### src/rtl/gcd_pkg.sv
// Shared types and constants for the GCD controller: state encoding,
// datapath select codes, register indices and the per-state control decode.
package gcd_pkg;

  // Controller states. Encodings 9..15 are unreachable and recover to IDLE.
  typedef enum logic [3:0] {
    IDLE    = 4'd0,
    LOAD_X  = 4'd1,
    LOAD_Y  = 4'd2,
    CHECK   = 4'd3,
    COMPARE = 4'd4,
    SUB_AB  = 4'd5,
    SUB_BA  = 4'd6,
    DONE    = 4'd7,
    FAIL    = 4'd8
  } state_t;

  // Register-file data-in mux selects.
  localparam logic [1:0] IN_SEL_X   = 2'b00;
  localparam logic [1:0] IN_SEL_Y   = 2'b01;
  localparam logic [1:0] IN_SEL_ALU = 2'b10;

  // ALU operation selects.
  localparam logic ALU_A_MINUS_B = 1'b0;
  localparam logic ALU_B_MINUS_A = 1'b1;

  // Register indices holding the two operands; R0 also holds the result.
  localparam logic [1:0] REG_X = 2'd0;
  localparam logic [1:0] REG_Y = 2'd1;

  // Full set of Moore outputs produced for one state.
  typedef struct packed {
    logic       we;
    logic [2:0] wa;
    logic       rae;
    logic [1:0] raa;
    logic       rbe;
    logic [1:0] rba;
    logic [1:0] in_sel;
    logic       alu_op;
    logic       ready;
    logic       done;
    logic       err;
  } ctrl_t;

  // Map a state to its control outputs. Everything defaults to inactive so
  // that WE can only be raised by the four writing states.
  function automatic ctrl_t ctrl_decode(input state_t s);
    ctrl_t c;
    c = '0;
    case (s)
      IDLE: begin
        c.ready = 1'b1;
      end
      LOAD_X: begin
        c.we     = 1'b1;
        c.wa     = {1'b0, REG_X};
        c.in_sel = IN_SEL_X;
      end
      LOAD_Y: begin
        c.we     = 1'b1;
        c.wa     = {1'b0, REG_Y};
        c.in_sel = IN_SEL_Y;
      end
      CHECK, COMPARE: begin
        c.rae = 1'b1;
        c.raa = REG_X;
        c.rbe = 1'b1;
        c.rba = REG_Y;
      end
      SUB_AB: begin
        c.rae    = 1'b1;
        c.raa    = REG_X;
        c.rbe    = 1'b1;
        c.rba    = REG_Y;
        c.alu_op = ALU_A_MINUS_B;
        c.in_sel = IN_SEL_ALU;
        c.we     = 1'b1;
        c.wa     = {1'b0, REG_X};
      end
      SUB_BA: begin
        c.rae    = 1'b1;
        c.raa    = REG_X;
        c.rbe    = 1'b1;
        c.rba    = REG_Y;
        c.alu_op = ALU_B_MINUS_A;
        c.in_sel = IN_SEL_ALU;
        c.we     = 1'b1;
        c.wa     = {1'b0, REG_Y};
      end
      DONE: begin
        c.rae  = 1'b1;
        c.raa  = REG_X;
        c.done = 1'b1;
      end
      FAIL: begin
        c.rae  = 1'b1;
        c.raa  = REG_X;
        c.done = 1'b1;
        c.err  = 1'b1;
      end
      default: begin
        c = '0;
      end
    endcase
    return c;
  endfunction

endpackage

### src/rtl/gcd_ctrl.sv
// Control FSM for the subtract-based GCD datapath. Loads x/y into R0/R1,
// then repeatedly subtracts the smaller register from the larger until the
// two are equal, leaving the result in R0. Zero operands or running out of
// iterations end the operation with err.
module gcd_ctrl #(
  parameter int unsigned MAX_ITER = 255
) (
  input  logic       clk,
  input  logic       reset,
  input  logic       start,
  input  logic       eq,
  input  logic       lt,
  input  logic       a_zero,
  input  logic       b_zero,
  output logic       WE,
  output logic [2:0] WA,
  output logic       RAE,
  output logic [1:0] RAA,
  output logic       RBE,
  output logic [1:0] RBA,
  output logic [1:0] in_sel,
  output logic       alu_op,
  output logic       ready,
  output logic       done,
  output logic       err,
  output logic [7:0] iter_count
);

  import gcd_pkg::*;

  localparam logic [7:0] LP_MAX_ITER = MAX_ITER[7:0];

  state_t     r_state;
  state_t     w_next_state;
  logic [7:0] r_iter;
  logic [7:0] w_next_iter;
  ctrl_t      r_ctrl;

  // Next-state and iteration-counter logic.
  always_comb begin
    w_next_state = IDLE;
    w_next_iter  = r_iter;
    case (r_state)
      IDLE: begin
        if (start) begin
          w_next_state = LOAD_X;
          w_next_iter  = 8'd0;
        end else begin
          w_next_state = IDLE;
        end
      end
      LOAD_X: begin
        w_next_state = LOAD_Y;
      end
      LOAD_Y: begin
        w_next_state = CHECK;
      end
      CHECK: begin
        if (a_zero || b_zero) begin
          w_next_state = FAIL;
        end else begin
          w_next_state = COMPARE;
        end
      end
      COMPARE: begin
        // Equality wins over the iteration limit: a result reached on the
        // last allowed step is still a success.
        if (eq) begin
          w_next_state = DONE;
        end else if (r_iter == LP_MAX_ITER) begin
          w_next_state = FAIL;
        end else if (lt) begin
          w_next_state = SUB_BA;
        end else begin
          w_next_state = SUB_AB;
        end
      end
      SUB_AB, SUB_BA: begin
        w_next_state = COMPARE;
        if (r_iter == LP_MAX_ITER) begin
          w_next_iter = r_iter;
        end else begin
          w_next_iter = r_iter + 8'd1;
        end
      end
      DONE, FAIL: begin
        w_next_state = IDLE;
      end
      default: begin
        w_next_state = IDLE;
      end
    endcase
  end

  // State register, counter and registered Moore outputs (decoded from the
  // state being entered so they line up with the registered state).
  always_ff @(posedge clk) begin
    if (reset) begin
      r_state <= IDLE;
      r_iter  <= 8'd0;
      r_ctrl  <= ctrl_decode(IDLE);
    end else begin
      r_state <= w_next_state;
      r_iter  <= w_next_iter;
      r_ctrl  <= ctrl_decode(w_next_state);
    end
  end

  assign WE         = r_ctrl.we;
  assign WA         = r_ctrl.wa;
  assign RAE        = r_ctrl.rae;
  assign RAA        = r_ctrl.raa;
  assign RBE        = r_ctrl.rbe;
  assign RBA        = r_ctrl.rba;
  assign in_sel     = r_ctrl.in_sel;
  assign alu_op     = r_ctrl.alu_op;
  assign ready      = r_ctrl.ready;
  assign done       = r_ctrl.done;
  assign err        = r_ctrl.err;
  assign iter_count = r_iter;

endmodule

### config.mk
export PLATFORM = sky130hd
export DESIGN_NAME = gcd_ctrl
export DESIGN_NICKNAME = d
export VERILOG_FILES = /design/src/rtl/gcd_pkg.sv /design/src/rtl/gcd_ctrl.sv
export SDC_FILE = /design/constraint.sdc
export NUM_CORES = 1
export LEC_CHECK = 0
export ABC_CLOCK_PERIOD_IN_PS = 2700
export BUFFER_PORTS_ARGS = -buffer_cell sky130_fd_sc_hd__buf_4
export CORE_UTILIZATION = 25
export CTS_CLUSTER_DIAMETER = 30
export DETAILED_ROUTE_END_ITERATION = 7
export GPL_TIMING_DRIVEN = 1
export PLACE_DENSITY = 0.51
export REMOVE_ABC_BUFFERS = 1
export SLEW_MARGIN = 25
export SYNTH_ARGS = -nofsm -noshare
export SYNTH_HDL_FRONTEND = slang
export SYNTH_SLANG_ARGS = --single-unit
### constraint.sdc
create_clock -name clk -period 2.7 [get_ports clk]
set_clock_uncertainty 0.1 [all_clocks]
set_input_delay 0.405 -clock clk [delete_from_list [all_inputs] [get_ports clk]]
set_output_delay 0.405 -clock clk [all_outputs]
set_load 0.02 [all_outputs]
==> summary.txt, run 1 <==
Power
  • Leakage: 0.525 nW
  • Int Pwr: 0.000602 W
  • Final Total Pwr: 0.000814 W
  • Sw power: 0.000212 W
  • Clock power frac: 37.7%
  • Sw frac: 26.0%
  • Part of the power in combinational logic: 18.0%
  • Reg power frac: 44.3%
  • Pwr dens: 621 nW/um^2
  • Max VDD drop: 364 uV

Routing
  • Vias per std cell: 4.67
  • Via count: 868
  • Routed Wire Length: 2250 um
  • DRT Pass-1 Iters: 4
  • Final ANT Viol Nets: 0
  • DRT iter0 DRCs: 46
  • Drt drc: 0
  • Drt wl/cell: 12.1 um

Logic synthesis
  • Multiplexer share of the synthesized area: 1.09%
  • Commonest cells post-synth: nor2_1, dfxtp_1, nand3_1, xnor2_1, buf_4
  • Main combinational cell family by area after synthesis: simple AND/OR/NAND/NOR gates
  • Synth unique cells: 40
  • Post-synthesis xor/xnor area fraction: 6.79%
  • Synth Area in Compound Gates: 14.1%
  • Adder-Cell Fraction of Synth Area: 1.21%
  • Mapped Area: 1030 um^2
  • Seq/Total Area, Yosys: 42.7%
  • Seq cells post-synth: 22
  • Largest cells by area after synthesis: dfxtp_1, nor2_1, xnor2_1
  • Most common cell in the netlist: nor2_1
  • Synth Area in Simple Gates: 26.9%
  • Synth top area share: 42.7%
  • Post-synth EDFFs: 0
  • Cell taking the most area after synthesis: dfxtp_1
  • Post-synth top flop: dfxtp_1
  • Async S/R FF share, synth: 0%
  • Syn Area/Cell: 9.05 um^2
  • Syn Inst Count: 114
  • Yosys warnings: 0

Die
  • Initial Util: 27.2%
  • DIE WIDTH: 66.3 um
  • Die H: 66.3 um
  • FP Rows: 22
  • Area of the die: 4390 um^2
  • # IOs: 31
  • Core footprint: 3800 um^2

Worst setup path
  • Setup CP Type: reg -> reg
  • Worst EP arrival: 2.20 ns
  • Critical-path cell list: ha_1 > nand3_1 > or2_1 > a22oi_2 > or3b_1 > nor2_1
  • Crit-path max cell delay: 0.41 ns
  • CP Data Required Time: 2.81 ns
  • Crit path max fanout: 7
  • Slowest CP cell: or3b_1
  • Total number of cells along the worst setup path: 6
  • Critical path startpoint category: register
  • Worst path bufs/invs: 0
  • R2R Setup Slk: 0.61 ns
  • CP delay by family, top: simple AND/OR/NAND/NOR gates
  • CP Capture Type: register
  • Reg2Reg Depth: 6

GRT
  • Total gr overflow: 0
  • Number of global-route vias before repair: 866
  • First-pass GRT wire length: 3880 um
  • GRT Util Overall: 11.7%
  • Largest net degree at the start of global routing: 14
  • Initial antenna violation count: 0

Timing
  • Fmax: 478 MHz
  • Final worst slack: 0.607 ns
  • Tmin final: 2.09 ns
  • Final Max Tran Viols: 0
  • Final period util: 77.5%
  • RSZ-0062 raised after global routing: false
  • Worst-margin pin slew: 0.521 ns
  • Setup_tns: 0 ns
  • Slew margin rel.: 65.3%
  • Setup violators final: 0
  • Final Hold Violating Endpoints: 0

Clock tree
  • Clock insertion delay at the later pin of the skew report: 0.26 ns
  • Setup repair bufs after CTS: 0
  • Worst-case clock buffer depth: 2
  • CTS Root Cell: clkbuf_8
  • CTS sink cnt: 22
  • CTS clk-pin slew, worst paths: 0.08 ns
  • Hold Buf Count CTS: 0
  • Number of CTS-inserted buffers: 3
  • CTS tree: done
  • Post_cts resized: 0
  • H-Tree Level Count: 1

Cells and area
  • Area Overhead vs Synth: 26.9%
  • Share of cells above drive strength 1: 27.5%
  • Nets@finish: 147
  • Diodes inserted: 0
  • Post-route cell area: 1310 um^2

Place
  • Port Buffers: 25
  • Setup WS pre-CTS: 0.639 ns
  • Post-DP Area: 1240 um^2
  • Routability cong.: 0.804

Hold path
  • Worst hold path depth: 2
  • HP Class: in -> reg

Run status
  • Outcome: complete, no violations

Flow run
  • # Max-Cap Violations: 0
==> cell usage in the layout, fill, tap and decap left out, types with 2 or more instances in the layout <==
cell and count:
a211oi_1 3, a21oi_1 4, buf_4 26, clkbuf_8 3, conb_1 5, dfxtp_1 22, inv_1 2, nand2_1 4
nand2b_1 2, nand3_1 7, nor2_1 23, nor4_1 2, o21a_1 2, xnor2_1 7
==> final cells by class <==
cell class | instances | area [um^2]
inverters | 2 | 7.51
clock inverters | 1 | 30.0
fillers | 401 | 2490
repair buffers | 26 | 195
flip-flops and latches | 22 | 440
well taps | 48 | 60.1
clock buffers | 3 | 41.3
multi-input cells | 84 | 536
==> worst paths after layout <==
check | endpoint | from
setup / recovery | alu_op | iter_count[1]
hold / removal | iter_count[0] | reset
setup reg to reg | alu_op | iter_count[1]
hold reg to reg | iter_count[1] | iter_count[1]
==> worst register-to-register path, stage by stage (launching register included) <==
cell     delay, ns
dfxtp_1       0.39
ha_1          0.23
nand3_1       0.20
or2_1         0.30
a22oi_2       0.32
or3b_1        0.41
nor2_1        0.09
==> power by group through the flow <==
stage	Sequential, W	Clock (W)	Combinational [W]
after global routing	0.000364	0.000335	0.000161
after global placement	0.000368	0	0.000146
after floorplan	0.000386	0	0.0000755
final	0.000361	0.000307	0.000146
after detailed placement	0.000369	0	0.000146
after CTS	0.000361	0.000317	0.000147
==> cell families (layout without fill, tap and decap cells) <==
logic type | Yosys count | after routing
compound gates | 18 | 18
xor+xnor | 8 | 8
fa+ha+maj | 1 | 1
buf+inv | 12 | 32
flops | 22 | 22
mux | 1 | 1
other cells | 1 | 5
simple gates | 51 | 51
==> layer usage <==
metal	GRT usage (%)	up-vias	part of all wire, %
met2	19.9	27	49
met3	4.66	2	6.6
li1	-	439	-
met4	2.93	0	0.53
met1	13.6	400	44
met5	0	-	0
==> sequential cells by signal (all words and copies together) (netlist names) <==
signal,cells
RAE,1
done,1
ready,1
RBE,1
alu_op,1
WA,1
iter_count,8
r_state,4
err,1
WE,1
in_sel,2
==> metrics by stage <==
step	hold WS [ns]	util, %	std cells
floorplan	0.374	-	108
global placement	0.389	32.6	182
detailed placement	0.418	32.6	182
CTS	0.286	34.5	186
global route	0.275	34.5	186
finish	0.284	34.5	186
(Power assumes the default switching activity.)
==> run 2, diff against run 1 <==
Settings changed: ABC_CLOCK_PERIOD_IN_PS 2700 to 2000.
Clock period 2.7 ns to 2 ns, I/O delays scaled along.
==> run 2 against run 1 <==
Worst setup slack worse by 0.44 ns. Power up 26%. Sequential share of layout area down 2.1 points. Clock power up 3%. Sequential power up 35%. Register-to-register slack worse by 0.44 ns. Maximum frequency up 14%. Utilization up 2.3 points. Non-clock buffer count up 8.
==> summary.txt, run 2 (synthesized netlist as in run 1, its figures left out) <==
Timing
  • RSZ-0062 raised after global routing: false
  • Setup violators final: 0 (unchanged)
  • Final Hold Violating Endpoints: 0 (unchanged)
  • Final Max Tran Viols: 0 (unchanged)
  • Final period util: 91.7% (+14 points)
  • Fmax: 545 MHz (+14%)
  • Tmin final: 1.83 ns (-0.259 ns)
  • Final worst slack: 0.165 ns (-0.441 ns)

Worst setup path
  • Worst path bufs/invs: 1 (+1)
  • CP Capture Type: register
  • Slowest CP cell: or4b_1
  • Reg2Reg Depth: 5 (-1)
  • Critical-path cell list: or4b_1 > nor4_1 > or3_1 > buf_4 > nor3b_1
  • Total number of cells along the worst setup path: 5 (-1)
  • Worst EP arrival: 1.87 ns (-0.33 ns)
  • Crit path max fanout: 9 (+2)
  • Critical path startpoint category: register
  • CP delay by family, top: simple AND/OR/NAND/NOR gates
  • CP Data Required Time: 2.03 ns (-0.78 ns)
  • Crit-path max cell delay: 0.56 ns (+0.15 ns)
  • Setup CP Type: reg -> reg

Cells and area
  • Diodes inserted: 0 (unchanged)
  • Max reg flops: 8 (unchanged)
  • Share of cells above drive strength 1: 33.6% (+6.0 points)
  • Most common cell after layout, fill and taps aside: buf_4
  • Nets@finish: 155 (+5.4%)
  • Post-Route Utilization: 36.8% (+2.3 points)
  • Non-Filler Instances: 194 (+4.3%)
  • Most frequent cells in the layout: buf_4, nor2_1, dfxtp_1
  • Area Overhead vs Synth: 35.3%

Clock tree
  • CTS Root Cell: clkbuf_8
  • CTS sink cnt: 22 (unchanged)
  • Worst-case clock buffer depth: 2 (unchanged)
  • CTS tree: done
  • H-Tree Level Count: 1 (unchanged)
  • CTS clk-pin slew, worst paths: 0.08 ns (about the same)
  • Number of CTS-inserted buffers: 3 (unchanged)
  • Clock insertion delay at the later pin of the skew report: 0.26 ns (about the same)

Place
  • Setup WS pre-CTS: 0.102 ns (-0.537 ns)
  • Placed Cells: 190 (+4.4%)
  • Port Buffers: 25 (unchanged)
  • Routability cong.: 0.799 (-0.60%)
  • DP HPWL: 1690 um

Routing
  • DRT Pass-1 Iters: 4 (unchanged)
  • Final ANT Viol Nets: 0 (unchanged)
  • Drt drc: 0 (unchanged)
  • Vias per std cell: 4.69 (+0.41%)
  • Drt wl/cell: 11.4 um (-5.7%)
  • Via count: 909 (+4.7%)
  • Routed Wire Length: 2210 um (-1.6%)
  • DRT iter0 DRCs: 45 (-2.2%)

Die
  • Area of the die: 4390 um^2 (unchanged)
  • FP Rows: 22 (unchanged)
  • DIE WIDTH: 66.3 um (unchanged)
  • # IOs: 31 (unchanged)
  • Core footprint: 3800 um^2 (unchanged)
  • Die H: 66.3 um (unchanged)
  • Initial Util: 27.2% (unchanged)

Hold path
  • HP Class: in -> reg
  • Worst hold path depth: 2 (unchanged)

GRT
  • Total gr overflow: 0 (unchanged)
  • First-pass GRT wire length: 3660 um (-5.7%)
  • Number of global-route vias before repair: 847 (-2.2%)
  • Initial antenna violation count: 0 (unchanged)
  • GRT Util Overall: 11.2% (-0.54 points)
  • Largest net degree at the start of global routing: 13 (-1)

Power
  • Pwr dens: 735 nW/um^2 (+18%)
  • Leakage: 0.563 nW (+7.2%)
  • Max VDD drop: 282 uV (-23%)

Flow run
  • # Max-Cap Violations: 0 (unchanged)

Run status
  • Outcome: complete, no violations
==> run 2: stage by stage <==
stage / hold slack (ns) / power, W / instance area [um^2] / setup TNS, ns
CTS: 0.164 / 0.00103 / 1350 / 0
finish: 0.167 / 0.00103 / 1400 / 0
detailed placement: 0.448 / 0.000715 / 1300 / 0
global placement: 0.429 / 0.000713 / 1300 / 0
floorplan: 0.269 / 0.000623 / 983 / -0.0105
global route: 0.174 / 0.00109 / 1400 / 0
==> run 2: what timing repair did <==
action | 4_1_cts | 5_1_grt
resized for setup | 0 | 6
buffers inserted | 0 | 0
hold buffers | 0 | 0
setup endpoints to repair | 0 | 11
==> run 2: worst paths after layout <==
kind                 startpoint  slack [ns]            end
hold / removal            reset        0.17            RAE
hold reg to reg   iter_count[7]        0.49  iter_count[7]
setup / recovery     r_state[0]        0.17            RBE
setup reg to reg     r_state[0]        0.17            RBE
==> run 2: layout make-up <==
class	instances	area, um^2
Inverter	2	7.51
Clock buffer	4	55.1
Fill cell	395	2400
Sequential cell	22	440
Multi-Input combinational cell	84	578
Timing Repair Buffer	34	255
Tap cell	48	60.1
==> run 2: power by group <==
| part | switching (W) | internal (W) |
|---|---|---|
| combinational | 0.000121 | 0.000101 |
| sequential | 0.0000234 | 0.000464 |
| clock | 0.000141 | 0.000175 |
| total | 0.000285 | 0.000741 |
==> run 2: routing by layer <==
layer	vias up	routed length, um	track usage [%]
met5	-	0	0
li1	452	-	-
met3	4	144	2.76
met1	420	973	13.3
met2	33	1070	18.6
met4	0	21	5.32
